--- src/rtl/pipe_ctrl_pkg.sv ---
// Shared types and helpers for the MIPS pipeline hazard controller.
package pipe_ctrl_pkg;

  localparam int          REG_W    = 5;
  localparam logic [4:0]  REG_ZERO = 5'd0;

  typedef enum logic [1:0] {
    FWD_RF = 2'b00,
    FWD_W  = 2'b01,
    FWD_M  = 2'b10
  } fwd_sel_t;

  typedef enum logic [1:0] {
    RUN      = 2'd0,
    MEM_WAIT = 2'd1,
    ERR      = 2'd2
  } hz_state_t;

  // Execute-operand source: M beats W, $0 is hard-wired and never forwarded.
  function automatic fwd_sel_t fwd_pick(input logic [REG_W-1:0] src,
                                        input logic             rw_m,
                                        input logic [REG_W-1:0] wr_m,
                                        input logic             rw_w,
                                        input logic [REG_W-1:0] wr_w);
    if (src == REG_ZERO)         return FWD_RF;
    if (rw_m && (wr_m == src))   return FWD_M;
    if (rw_w && (wr_w == src))   return FWD_W;
    return FWD_RF;
  endfunction

endpackage

--- src/rtl/pipe_fwd_unit.sv ---
// Combinational forwarding selects for the execute ALU and decode comparator.
module pipe_fwd_unit
  import pipe_ctrl_pkg::*;
(
  input  logic [REG_W-1:0] RsD,
  input  logic [REG_W-1:0] RtD,
  input  logic [REG_W-1:0] RsE,
  input  logic [REG_W-1:0] RtE,
  input  logic [REG_W-1:0] WriteRegM,
  input  logic [REG_W-1:0] WriteRegW,
  input  logic             RegWriteM,
  input  logic             RegWriteW,
  output fwd_sel_t         fwd_ae,
  output fwd_sel_t         fwd_be,
  output logic             fwd_ad,
  output logic             fwd_bd
);

  // Operand selects; decode only ever forwards from M.
  always_comb begin
    fwd_ae = fwd_pick(RsE, RegWriteM, WriteRegM, RegWriteW, WriteRegW);
    fwd_be = fwd_pick(RtE, RegWriteM, WriteRegM, RegWriteW, WriteRegW);
    fwd_ad = RegWriteM && (WriteRegM == RsD) && (RsD != REG_ZERO);
    fwd_bd = RegWriteM && (WriteRegM == RtD) && (RtD != REG_ZERO);
  end

endmodule

--- src/rtl/pipe_hazard_ctrl.sv ---
// Hazard controller: stall/flush priority, memory-wait FSM with timeout trap,
// saturating stall-cycle counters. Forwarding lives in pipe_fwd_unit.
module pipe_hazard_ctrl
  import pipe_ctrl_pkg::*;
#(
  parameter int TIMEOUT_CYC = 64,
  parameter int CNT_W       = 32
) (
  input  logic             clk,
  input  logic             rst_n,
  input  logic [REG_W-1:0] RsD,
  input  logic [REG_W-1:0] RtD,
  input  logic [REG_W-1:0] RsE,
  input  logic [REG_W-1:0] RtE,
  input  logic [REG_W-1:0] WriteRegE,
  input  logic [REG_W-1:0] WriteRegM,
  input  logic [REG_W-1:0] WriteRegW,
  input  logic             RegWriteE,
  input  logic             RegWriteM,
  input  logic             RegWriteW,
  input  logic             MemtoRegE,
  input  logic             MemtoRegM,
  input  logic             MemWriteM,
  input  logic             BranchD,
  input  logic             PCSrcD,
  input  logic             mem_ready,
  output logic             StallF,
  output logic             StallD,
  output logic             StallE,
  output logic             StallM,
  output logic             FlushD,
  output logic             FlushE,
  output logic             FlushW,
  output logic [1:0]       ForwardAE,
  output logic [1:0]       ForwardBE,
  output logic             ForwardAD,
  output logic             ForwardBD,
  output logic             mem_timeout,
  output logic [CNT_W-1:0] stall_cnt,
  output logic [CNT_W-1:0] memwait_cnt
);

  localparam int               WAIT_W    = (TIMEOUT_CYC > 1) ? $clog2(TIMEOUT_CYC) : 1;
  localparam logic [WAIT_W-1:0] WAIT_LAST = WAIT_W'(TIMEOUT_CYC - 1);

  hz_state_t         state, state_nxt;
  logic [WAIT_W-1:0] wait_cnt, wait_nxt;
  logic              lwstall, brstall, memstall;
  logic              win_mem, win_hz;
  fwd_sel_t          fwd_ae, fwd_be;
  logic              fwd_ad, fwd_bd;

  pipe_fwd_unit u_fwd (
    .RsD       (RsD),
    .RtD       (RtD),
    .RsE       (RsE),
    .RtE       (RtE),
    .WriteRegM (WriteRegM),
    .WriteRegW (WriteRegW),
    .RegWriteM (RegWriteM),
    .RegWriteW (RegWriteW),
    .fwd_ae    (fwd_ae),
    .fwd_be    (fwd_be),
    .fwd_ad    (fwd_ad),
    .fwd_bd    (fwd_bd)
  );

  // Raw hazard conditions and which one owns this cycle (ERR owns everything).
  always_comb begin
    lwstall  = MemtoRegE && ((RtE == RsD) || (RtE == RtD));
    brstall  = BranchD &&
               ((RegWriteE && ((WriteRegE == RsD) || (WriteRegE == RtD))) ||
                (MemtoRegM && ((WriteRegM == RsD) || (WriteRegM == RtD))));
    memstall = (MemtoRegM || MemWriteM) && !mem_ready;
    win_mem  = (state != ERR) && memstall;
    win_hz   = (state != ERR) && !memstall && (lwstall || brstall);
  end

  // State and wait counter register.
  always_ff @(posedge clk or negedge rst_n) begin
    if (!rst_n) begin
      state    <= RUN;
      wait_cnt <= '0;
    end else begin
      state    <= state_nxt;
      wait_cnt <= wait_nxt;
    end
  end

  // Memory-wait sequencing; release happens in the cycle memstall drops.
  always_comb begin
    state_nxt = state;
    wait_nxt  = wait_cnt;
    case (state)
      RUN: if (memstall) begin
        state_nxt = MEM_WAIT;
        wait_nxt  = '0;
      end
      MEM_WAIT: begin
        if (!memstall) begin
          state_nxt = RUN;
          wait_nxt  = '0;
        end else if (wait_cnt == WAIT_LAST) begin
          state_nxt = ERR;
          wait_nxt  = '0;
        end else begin
          wait_nxt  = wait_cnt + WAIT_W'(1);
        end
      end
      ERR:     state_nxt = ERR;
      default: state_nxt = RUN;
    endcase
  end

  // Saturating performance counters, frozen once trapped.
  always_ff @(posedge clk or negedge rst_n) begin
    if (!rst_n) begin
      stall_cnt   <= '0;
      memwait_cnt <= '0;
    end else begin
      if (win_hz && !(&stall_cnt))    stall_cnt   <= stall_cnt + CNT_W'(1);
      if (win_mem && !(&memwait_cnt)) memwait_cnt <= memwait_cnt + CNT_W'(1);
    end
  end

  // Stall/flush priority; reset forces a full freeze-and-clear.
  always_comb begin
    StallF = 1'b0; StallD = 1'b0; StallE = 1'b0; StallM = 1'b0;
    FlushD = 1'b0; FlushE = 1'b0; FlushW = 1'b0;
    if (!rst_n) begin
      StallF = 1'b1; StallD = 1'b1; StallE = 1'b1; StallM = 1'b1;
      FlushD = 1'b1; FlushE = 1'b1; FlushW = 1'b1;
    end else if (state == ERR || memstall) begin
      StallF = 1'b1; StallD = 1'b1; StallE = 1'b1; StallM = 1'b1;
      FlushW = 1'b1;
    end else if (lwstall || brstall) begin
      // taken branch is re-resolved after the stall, so D is not flushed
      StallF = 1'b1; StallD = 1'b1;
      FlushE = 1'b1;
    end else if (PCSrcD) begin
      FlushD = 1'b1;
    end
  end

  assign ForwardAE   = rst_n ? fwd_ae : FWD_RF;
  assign ForwardBE   = rst_n ? fwd_be : FWD_RF;
  assign ForwardAD   = rst_n && fwd_ad;
  assign ForwardBD   = rst_n && fwd_bd;
  assign mem_timeout = (state == ERR);

endmodule

--- config.mk ---
export PLATFORM = sky130hd
export DESIGN_NAME = pipe_hazard_ctrl
export DESIGN_NICKNAME = d
export VERILOG_FILES = /design/src/rtl/pipe_ctrl_pkg.sv /design/src/rtl/pipe_fwd_unit.sv /design/src/rtl/pipe_hazard_ctrl.sv
export SDC_FILE = /design/constraint.sdc
export NUM_CORES = 1
export LEC_CHECK = 0
export ABC_CLOCK_PERIOD_IN_PS = 3100
export BUFFER_PORTS_ARGS = -buffer_cell sky130_fd_sc_hd__buf_2
export CAP_MARGIN = 30
export CELL_PAD_IN_SITES_DETAIL_PLACEMENT = 1
export CELL_PAD_IN_SITES_GLOBAL_PLACEMENT = 2
export CORE_AREA = 2 2 119 121
export DETAILED_ROUTE_END_ITERATION = 12
export DIE_AREA = 0 0 121 123
export PLACE_DENSITY = 0.82
export SYNTH_ARGS = -nofsm -noshare
export SYNTH_HDL_FRONTEND = slang
export SYNTH_SLANG_ARGS = --single-unit
export TNS_END_PERCENT = 1
--- constraint.sdc ---
create_clock -name clk -period 3.1 [get_ports clk]
set_input_delay 0.62 -clock clk [delete_from_list [all_inputs] [get_ports clk]]
set_output_delay 0.62 -clock clk [all_outputs]
set_load 0.005 [all_outputs]
# [Yosys cells after proc, flatten, opt, wreduce, memory -nomap -nowiden]
# Cells that the tools add are included.
[word_totals] regBits=72 latchBits=0 mem_bits_rw=0 rom_bits=0 input_bits=46 out_inout_bits=78 wordCells=109 n_memories=0
[classes] addsub=3 multipliers=0 div=0 magnitude_cmp=0 n_eq_ne=16 n_shift=0 mux=45 n_bitwise=0 reduce_logical=41
[ops] operator="$add 32x1->32 const B" count=2
[ops] operator="$reduce_and 32->1" count=2
[ops] operator="$eq 5x5->1" count=10
[ops] operator="$mux 2" count=17
[ops] operator="$mux 1" count=23
[ops] operator="$logic_and 1x1->1" count=20
[ops] operator="$mux 6" count=3
[ops] operator="$pmux 6 s2" count=1
[ops] operator="$logic_not 5->1" count=2
[ops] operator="$reduce_bool 5->1" count=2
[ops] operator="$logic_or 1x1->1" count=7
[ops] operator="$add 6x1->6 const B" count=1
[ops] operator="$eq 6x6->1 const B" count=1
[ops] operator="$pmux 2 s3" count=1
[ops] operator="$logic_not 1->1" count=4
[ops] operator="$ne 2x2->1 const B" count=2
[ops] operator="$reduce_and 2->1" count=2
[ops] operator="$ne 3x3->1 const B" count=1
[ops] operator="$eq 2x1->1 const B" count=1
[ops] operator="$eq 2x2->1 const B" count=1
[ops] operator="$logic_not 2->1" count=1
[ops] operator="$reduce_bool 2->1" count=1

# [Longest topological paths before layout]
# Gate-level depths: netlist of run 1.
[depth] ltp_word=10 ltp_mapped=9 mapped_depth_nobuf=8

# [By module]
# Synthesis of run 1 repeated with hierarchy kept, for this count alone.
[hier_totals] cells_unflattened=443 hier_area_um2=4455.5
[modules_own_cells] module="pipe_hazard_ctrl" instances=1 cells_each=382 area_per_inst_um2=3987.6 seq_area_each_um2=1801.7
[modules_own_cells] module="pipe_fwd_unit" instances=1 cells_each=61 area_per_inst_um2=467.9 seq_area_each_um2=0.0

# [Least setup slack after synthesis of run 1]
# OpenSTA, ideal clock, no wires.
[synth_path] path_kind="in2out" startpoint="input port WriteRegE[3]" endpoint="output port StallF" t_arrival_ns=1.835 required_ns=2.480 path_slack_ns=0.645 cell_stages=7 n_path_buf=1 path_cell_list="xnor2_1 -> nand4_1 -> o22ai_1 -> a211o_1 -> a21o_1 -> or2_2 -> buf_4"
[synth_via] elab_chain_len=9 elab_cells_between_ends=10 cone_classes="2 x eq/ne; 3 x mux; 5 x reduce/logical"
[synth_rtl] item="from (decl)" line="pipe_hazard_ctrl.sv:15" source="input logic [REG_W-1:0] WriteRegE,"
[synth_rtl] item="$eq 5x5->1" line="pipe_hazard_ctrl.sv:72" source="((RegWriteE && ((WriteRegE == RsD) || (WriteRegE == RtD))) ||"
[synth_rtl] item="$logic_or 1x1->1 *" line="pipe_hazard_ctrl.sv:72"
[synth_rtl] item="$logic_and 1x1->1 *" line="pipe_hazard_ctrl.sv:72"
[synth_rtl] item="$logic_or 1x1->1 *" line="pipe_hazard_ctrl.sv:72"
[synth_rtl] item="$logic_and 1x1->1 *" line="pipe_hazard_ctrl.sv:71" source="brstall = BranchD &&"
[synth_rtl] item="$logic_or 1x1->1 *" line="pipe_hazard_ctrl.sv:136" source="end else if (lwstall || brstall) begin"
[synth_rtl] item="$mux 1 * (3 in a row)"
[synth_rtl] item="to (decl)" line="pipe_hazard_ctrl.sv:27" source="output logic StallF,"
# Mark *: on every way between the ends. The rest lies on a longest branch, timed or not.

# [Worst setup path after layout of run 1]
[layout_path] startpoint="input port RtD[3]" endpoint="output port StallD"
[layout_via] elab_chain_len=9 elab_cells_between_ends=15 cone_classes="3 x eq/ne; 3 x mux; 9 x reduce/logical"
[layout_rtl] item="from (decl)" line="pipe_hazard_ctrl.sv:12" source="input logic [REG_W-1:0] RtD,"
[layout_rtl] item="$eq 5x5->1 (on tied branches)" line="pipe_hazard_ctrl.sv:72, pipe_hazard_ctrl.sv:73"
[layout_rtl] item="$logic_or 1x1->1 (on tied branches)" line="pipe_hazard_ctrl.sv:72, pipe_hazard_ctrl.sv:73"
[layout_rtl] item="$logic_and 1x1->1 (on tied branches)" line="pipe_hazard_ctrl.sv:72, pipe_hazard_ctrl.sv:73"
[layout_rtl] item="$logic_or 1x1->1" line="pipe_hazard_ctrl.sv:72"
[layout_rtl] item="$logic_and 1x1->1" line="pipe_hazard_ctrl.sv:71"
[layout_rtl] item="$logic_or 1x1->1 *" line="pipe_hazard_ctrl.sv:136"
[layout_rtl] item="$mux 1 *" line="pipe_hazard_ctrl.sv:136"
[layout_rtl] item="$mux 1 *" line="pipe_hazard_ctrl.sv:133" source="end else if (state == ERR || memstall) begin"
[layout_rtl] item="$mux 1 *" line="pipe_hazard_ctrl.sv:130" source="if (!rst_n) begin"
[layout_rtl] item="to (decl)" line="pipe_hazard_ctrl.sv:28" source="output logic StallD,"
# Marks and branches as above.

==> results.json, run 1 <==
{
  "netlist.area_leader.share": 0.436,
  "grt_pass1_wl_um": 19500,
  "port-buffer-count": 123,
  "detail-route-antenna-nets": 0,
  "grt_max_degree": 73,
  "critical_path_arrival_ns": 2.10,
  "required_ns": 2.48,
  "cpPeakStageDelay_ns": 0.32,
  "routabilityCongestion": 0.843,
  "path_cells": "buf_2 > xnor2_1 > nand4_1 > o22ai_1 > a211o_1 > a21o_1 > or2_2 > buf_2",
  "fin_worst_skew_ns": 0.00735,
  "status": "finished, final reports clean",
  "fin_tns_setup_ns": 0,
  "overflow": 0,
  "slowest_stage": "or2_2",
  "drive_above_1_share": 0.284,
  "initial_core_util": 0.303,
  "final_hold_viol_count": 0,
  "utilization": 0.387,
  "n_antenna_cell": 0,
  "intPower_uw": 1660,
  "crit_family": "compound AO/OA/AOI/OAI gates",
  "fin_crit_sh": 0.876,
  "cts_tree": "built",
  "antenna_found_initial": 0,
  "syn_nets": 466,
  "seq_area_frac_synth": 0.436,
  "cts_max_path_buffers": 2,
  "area_growth_pct": 27.5,
  "finalNetCount": 596,
  "routed_via_density": 4.99,
  "syn_inst": 417,
  "synth_top_area_cell": "dfrtp_1",
  "clockPowerShare": 0.484,
  "cts_hold_buf": 0,
  "yosys_register_bits": 72,
  "cts_root_buf": "clkbuf_16",
  "hold_path_class": "flip-flop to flip-flop",
  "core_area_um2": 13600,
  "drt-initial-drc-count": 177,
  "drcViolationCount": 0,
  "ys_warn_count": 0,
  "total_leakage_power_uw": 0.00253,
  "ios": 124,
  "synth_edf_count": 0,
  "rsz0062_at_grt": "no",
  "peakVddDrop_v": 0.000207,
  "regArea_um2": 1800,
  "multi_input_area_um2": 2250,
  "final_max_slew_viol_count": 0,
  "critPathBufInv": 2,
  "die-height_um": 123,
  "timing.critical_path.fanout_max": 7,
  "synth_area_per_cell_um2": 9.90,
  "netlist_area_um2": 4130,
  "startpoint_type": "primary input",
  "power_switching_uw": 494,
  "yosysUniqueCellTypes": 46,
  "htreeDepth": 3,
  "sw_frac_of_total": 0.230,
  "cts_resized": 0,
  "via_count": 3653,
  "placedCellCount": 716,
  "rows": 43,
  "setup_viol": 0,
  "die-area_um2": 14900,
  "finalHoldWorstSlack_ns": 0.485,
  "grt_usage": 0.165,
  "worst-slew-pin-transition_ns": 0.947,
  "end_kind": "output port",
  "drt-total-wl_um": 12000,
  "cts_buffers": 9,
  "drt_pass1_iterations": 4,
  "dp_hpwl_um": 9250,
  "synth.area.top_cells": "dfrtp_1, xnor2_1, xor2_1",
  "crit_top_cell": "buf_2",
  "final_cells": 732,
  "post_cts_buffers": 0,
  "post-route-min-period_ns": 2.72,
  "ys_async_sr_fraction": 1.00,
  "worstSkewPairLatency_ns": 0.34,
  "cap_violations": 0,
  "wl_per_cell_um": 16.4,
  "chipWidth_um": 121,
  "nFillCells": 1635,
  "seq_power_share": 0.437,
  "first_global_vias": 3805,
  "clkTransAtPathRegs_ns": 0.06,
  "share_comb_of_total_power": 0.079,
  "fmax_mhz": 368,
  "power_density_nw_per_um2": 409,
  "clock-sinks": 72,
  "slew_headroom": 0.363,
  "crit_type": "primary input to output port",
  "ys.flop_type": "dfrtp_1"
}
sequential cells by signal, indices dropped and copies added (netlist names):
signal       flops
memwait_cnt     32
stall_cnt       32
state            2
wait_cnt         6
path summary, 6_finish.rpt:
| check | startpoint | endpoint | slack, ns | cells past startpoint |
|---|---|---|---|---|
| max | RtD[3] | StallD | 0.38 | 8 |
| min | stall_cnt[29] | stall_cnt[29] | 0.49 | 1 |
| max reg2reg | stall_cnt[0] | stall_cnt[3] | 0.48 | 8 |
| min reg2reg | stall_cnt[29] | stall_cnt[29] | 0.49 | 1 |
| max in group asynchronous | rst_n | memwait_cnt[28] | 1.87 | 2 |
| min in group asynchronous | rst_n | stall_cnt[0] | 0.64 | 2 |
cell type report:
cell class,count,share of cell area
clock buffer,11,0.0461
clock inverter,5,0.0107
inverter,2,0.00143
multi-input combinational,331,0.428
sequential,72,0.342
tap,180,0.0428
timing repair buffer,131,0.129
logic make-up after synthesis:
logic type	after synthesis	share of synthesized area
compound gates	26	0.0461
mux	2	0.00636
simple gates	187	0.244
fa+ha+maj	3	0.00909
xor+xnor	113	0.240
flops	72	0.436
buf+inv	14	0.0185
routing by layer:
layer,vias up,GRT usage,part of all wire
met5,-,0,0
met4,0,0.0443,0.0098
met3,11,0.0475,0.071
met2,114,0.281,0.47
met1,1800,0.206,0.45
li1,1728,-,-
cells in the final DEF, fill, tap and decap left out, types with 2 or more instances in the layout:
cell,count
xor2_1,30
and4_1,6
nand3b_1,2
or4_1,6
nor2_1,26
nor4_1,7
buf_4,9
clkbuf_16,9
ha_1,3
or3_1,3
nor3_1,8
o31ai_1,2
and2_1,4
nand2_1,39
nand3_1,34
clkinv_2,2
o22ai_1,3
buf_2,122
nand4_1,27
and3_1,15
xnor2_1,83
inv_1,2
or4_4,2
o21ai_0,9
and3b_1,2
dfrtp_1,72
synth_stat cells, types with 3 or more instances:
cell       n
or4_1      6
and3_1    15
and2_1     4
nand2_1   39
nor2_1    26
and4_1     6
nand4_1   27
buf_4      4
o21ai_0    9
nand3_1   34
nor4_1     7
xnor2_1   83
o22ai_1    3
xor2_1    30
nor3_1     8
clkbuf_1   6
ha_1       3
or3_1      3
dfrtp_1   72
stage by stage:
stage / setup WS, ns / power (uW) / instance area (um2)
floorplan: 0.645 / 1040 / 4130
global placement: 0.410 / 1130 / 4960
detailed placement: 0.384 / 1130 / 4960
CTS: 0.386 / 2180 / 5260
global route: 0.298 / 2240 / 5260
finish: 0.383 / 2150 / 5260
power by group through the flow:
stage	logic (uW)	clock network, uW	registers [uW]
2_1_floorplan	81.3	0	957
3_3_place_gp	169	0	957
3_5_place_dp	172	0	957
4_1_cts	173	1070	940
5_1_grt	188	1110	939
6_report	170	1040	940
Note: power is estimated with default switching activity, not from simulation.
==> inputs of run 2 (changes only) <==
Settings changed: ABC_CLOCK_PERIOD_IN_PS 3100 to 2850, CORE_AREA 2 2 119 121 to 4 4 121 123, DIE_AREA 0 0 121 123 to 0 0 125 127, MAX_ROUTING_LAYER set to met4.
Clock period 3.1 ns to 2.85 ns, I/O delays scaled along.
==> run 2 against run 1 <==
  * Register-to-register slack lost 0.19 ns
  * Setup slack got worse by 0.15 ns
  * Clock power rose by 20%
  * Non-clock buffer count rose by 3
  * Clock skew hardly changed
  * Clock-buffer cell count up 1
  * Worst hold slack lost 0.42 ns
  * Combinational power up 9%
  * Cell count up 0.41%
  * Critical path depth unchanged
==> results.json, run 2 (same netlist as run 1, synthesis figures left out) <==
{
  "status": "finished, final reports clean",
  "intPower_uw": 1920,
  "slew_headroom": 0.380,
  "detail-route-antenna-nets": 0,
  "antenna_found_initial": 0,
  "met3_usage": 0.0539,
  "r2r_slack_ns": 0.29,
  "grt_pass1_wl_um": 20400,
  "grt.busiest_layer": "met2",
  "routed_via_density": 5.02,
  "cap_violations": 0,
  "dp_hpwl_um": 9630,
  "fmax_mhz": 383,
  "cpPeakStageDelay_ns": 0.30,
  "setup_viol": 0,
  "routabilityCongestion": 0.854,
  "timing.critical_path.fanout_max": 7,
  "drive_above_1_share": 0.288,
  "post_cts_buffers": 0,
  "drt_pass1_iterations": 4,
  "clockPowerShare": 0.509,
  "clock-sinks": 72,
  "drt-total-wl_um": 12400,
  "end_kind": "output port",
  "rsz0062_at_grt": "no",
  "cts_tree": "built",
  "share_comb_of_total_power": 0.075,
  "peakVddDrop_v": 0.000324,
  "finalNetCount": 599,
  "first_global_vias": 3922,
  "power_density_nw_per_um2": 461,
  "slowest_stage": "or2_2",
  "final_cell_mix": "buf_2, xnor2_1, dfrtp_1, nand2_1, nand3_1",
  "regArea_um2": 1800,
  "startpoint_type": "primary input",
  "grtUsageMet1": 0.196,
  "multi_input_area_um2": 2250,
  "port-buffer-count": 123,
  "drcViolationCount": 0,
  "fin_tns_setup_ns": 0,
  "core_area_um2": 13700,
  "overflow": 0,
  "required_ns": 2.28,
  "worst-slew-pin-transition_ns": 0.929,
  "nFillCells": 1619,
  "die-area_um2": 15900,
  "worstSkewPairLatency_ns": 0.33,
  "rows": 43,
  "utilization": 0.390,
  "htreeDepth": 3,
  "grt_max_degree": 72,
  "path_cells": "buf_2 > xnor2_1 > nand4_1 > o22ai_1 > a211o_1 > a21o_1 > or2_2 > buf_2",
  "r2r-start": "stall_cnt[0]",
  "total_leakage_power_uw": 0.00256,
  "cts_root_buf": "clkbuf_16",
  "crit_top_cell": "buf_2",
  "cts_resized": 0,
  "hold_path_class": "primary input to async pin",
  "final_hold_viol_count": 0,
  "cts_max_path_buffers": 2,
  "sw_frac_of_total": 0.221,
  "crit_type": "primary input to output port",
  "ios": 124,
  "power_switching_uw": 543,
  "die-height_um": 127,
  "cts_hold_buf": 0,
  "initial_core_util": 0.302,
  "drt-initial-drc-count": 151,
  "post-route-min-period_ns": 2.61,
  "final_max_slew_viol_count": 0,
  "cts_buffers": 9,
  "fin_crit_sh": 0.917,
  "final_common_cell": "buf_2",
  "wl_per_cell_um": 16.8,
  "worstRegToRegCells": 9,
  "clkTransAtPathRegs_ns": 0.06,
  "via_count": 3691,
  "top_regs": "memwait_cnt (32), stall_cnt (32), wait_cnt (6)",
  "fin_worst_skew_ns": 0.00781,
  "met2_usage": 0.266,
  "n_antenna_cell": 0,
  "seq_power_share": 0.416,
  "chipWidth_um": 125,
  "critical_path_arrival_ns": 2.04,
  "area_growth_pct": 29.1,
  "grt_usage": 0.161,
  "r2r-end": "stall_cnt[14]"
}
==> run 2: power by group through the flow <==
stage | sequential, uW | clock [uW] | combinational [uW]
finish | 1020 | 1250 | 186
detailed placement | 1040 | 0 | 187
global route | 1020 | 1330 | 206
floorplan | 1040 | 0 | 88.4
global placement | 1040 | 0 | 183
CTS | 1020 | 1280 | 188
==> run 2: final cells by class <==
class | instances | area share
multi-input cells | 331 | 0.422
flip-flops and latches | 72 | 0.338
repair buffers | 134 | 0.134
clock buffers | 12 | 0.0481
well taps | 180 | 0.0422
clock inverters | 4 | 0.0143
inverters | 2 | 0.00141
==> run 2: worst max-delay path by stage <==
stage	startpoint	cells past startpoint	slack, ns	end
CTS	RsD[1]	8	0.24	StallF
finish	RsD[4]	8	0.24	StallF
global route	RsD[4]	8	0.10	StallF
detailed placement	RsD[1]	8	0.24	StallF
global placement	RtD[1]	8	0.26	StallD
floorplan	WriteRegE[3]	7	0.50	StallF
==> run 2: metrics by stage <==
step / total power, uW / hold WS [ns] / instance area (um2) / instances / worst slack (ns)
floorplan: 1130 / 0.274 / 4130 / 417 / 0.495
global placement: 1220 / 0.404 / 5000 / 719 / 0.262
detailed placement: 1230 / 0.407 / 5000 / 719 / 0.245
CTS: 2490 / 0.0469 / 5330 / 735 / 0.241
global route: 2560 / 0.0506 / 5330 / 735 / 0.104
finish: 2460 / 0.0604 / 5330 / 735 / 0.237
==> run 2: critical path, delay by kind of cell <==
family / cells / cell delay, ns
AND/OR/NAND/NOR: 2 / 0.40
XOR/XNOR: 1 / 0.14
AO/OA/AOI/OAI: 3 / 0.66
buffers and inverters: 2 / 0.27
==> run 2: metal layers <==
layer / share of wire / vias up
met2: 0.48 / 123
met3: 0.070 / 14
li1: - / 1736
met1: 0.44 / 1818
met4: 0.012 / 0
met5: 0 / -
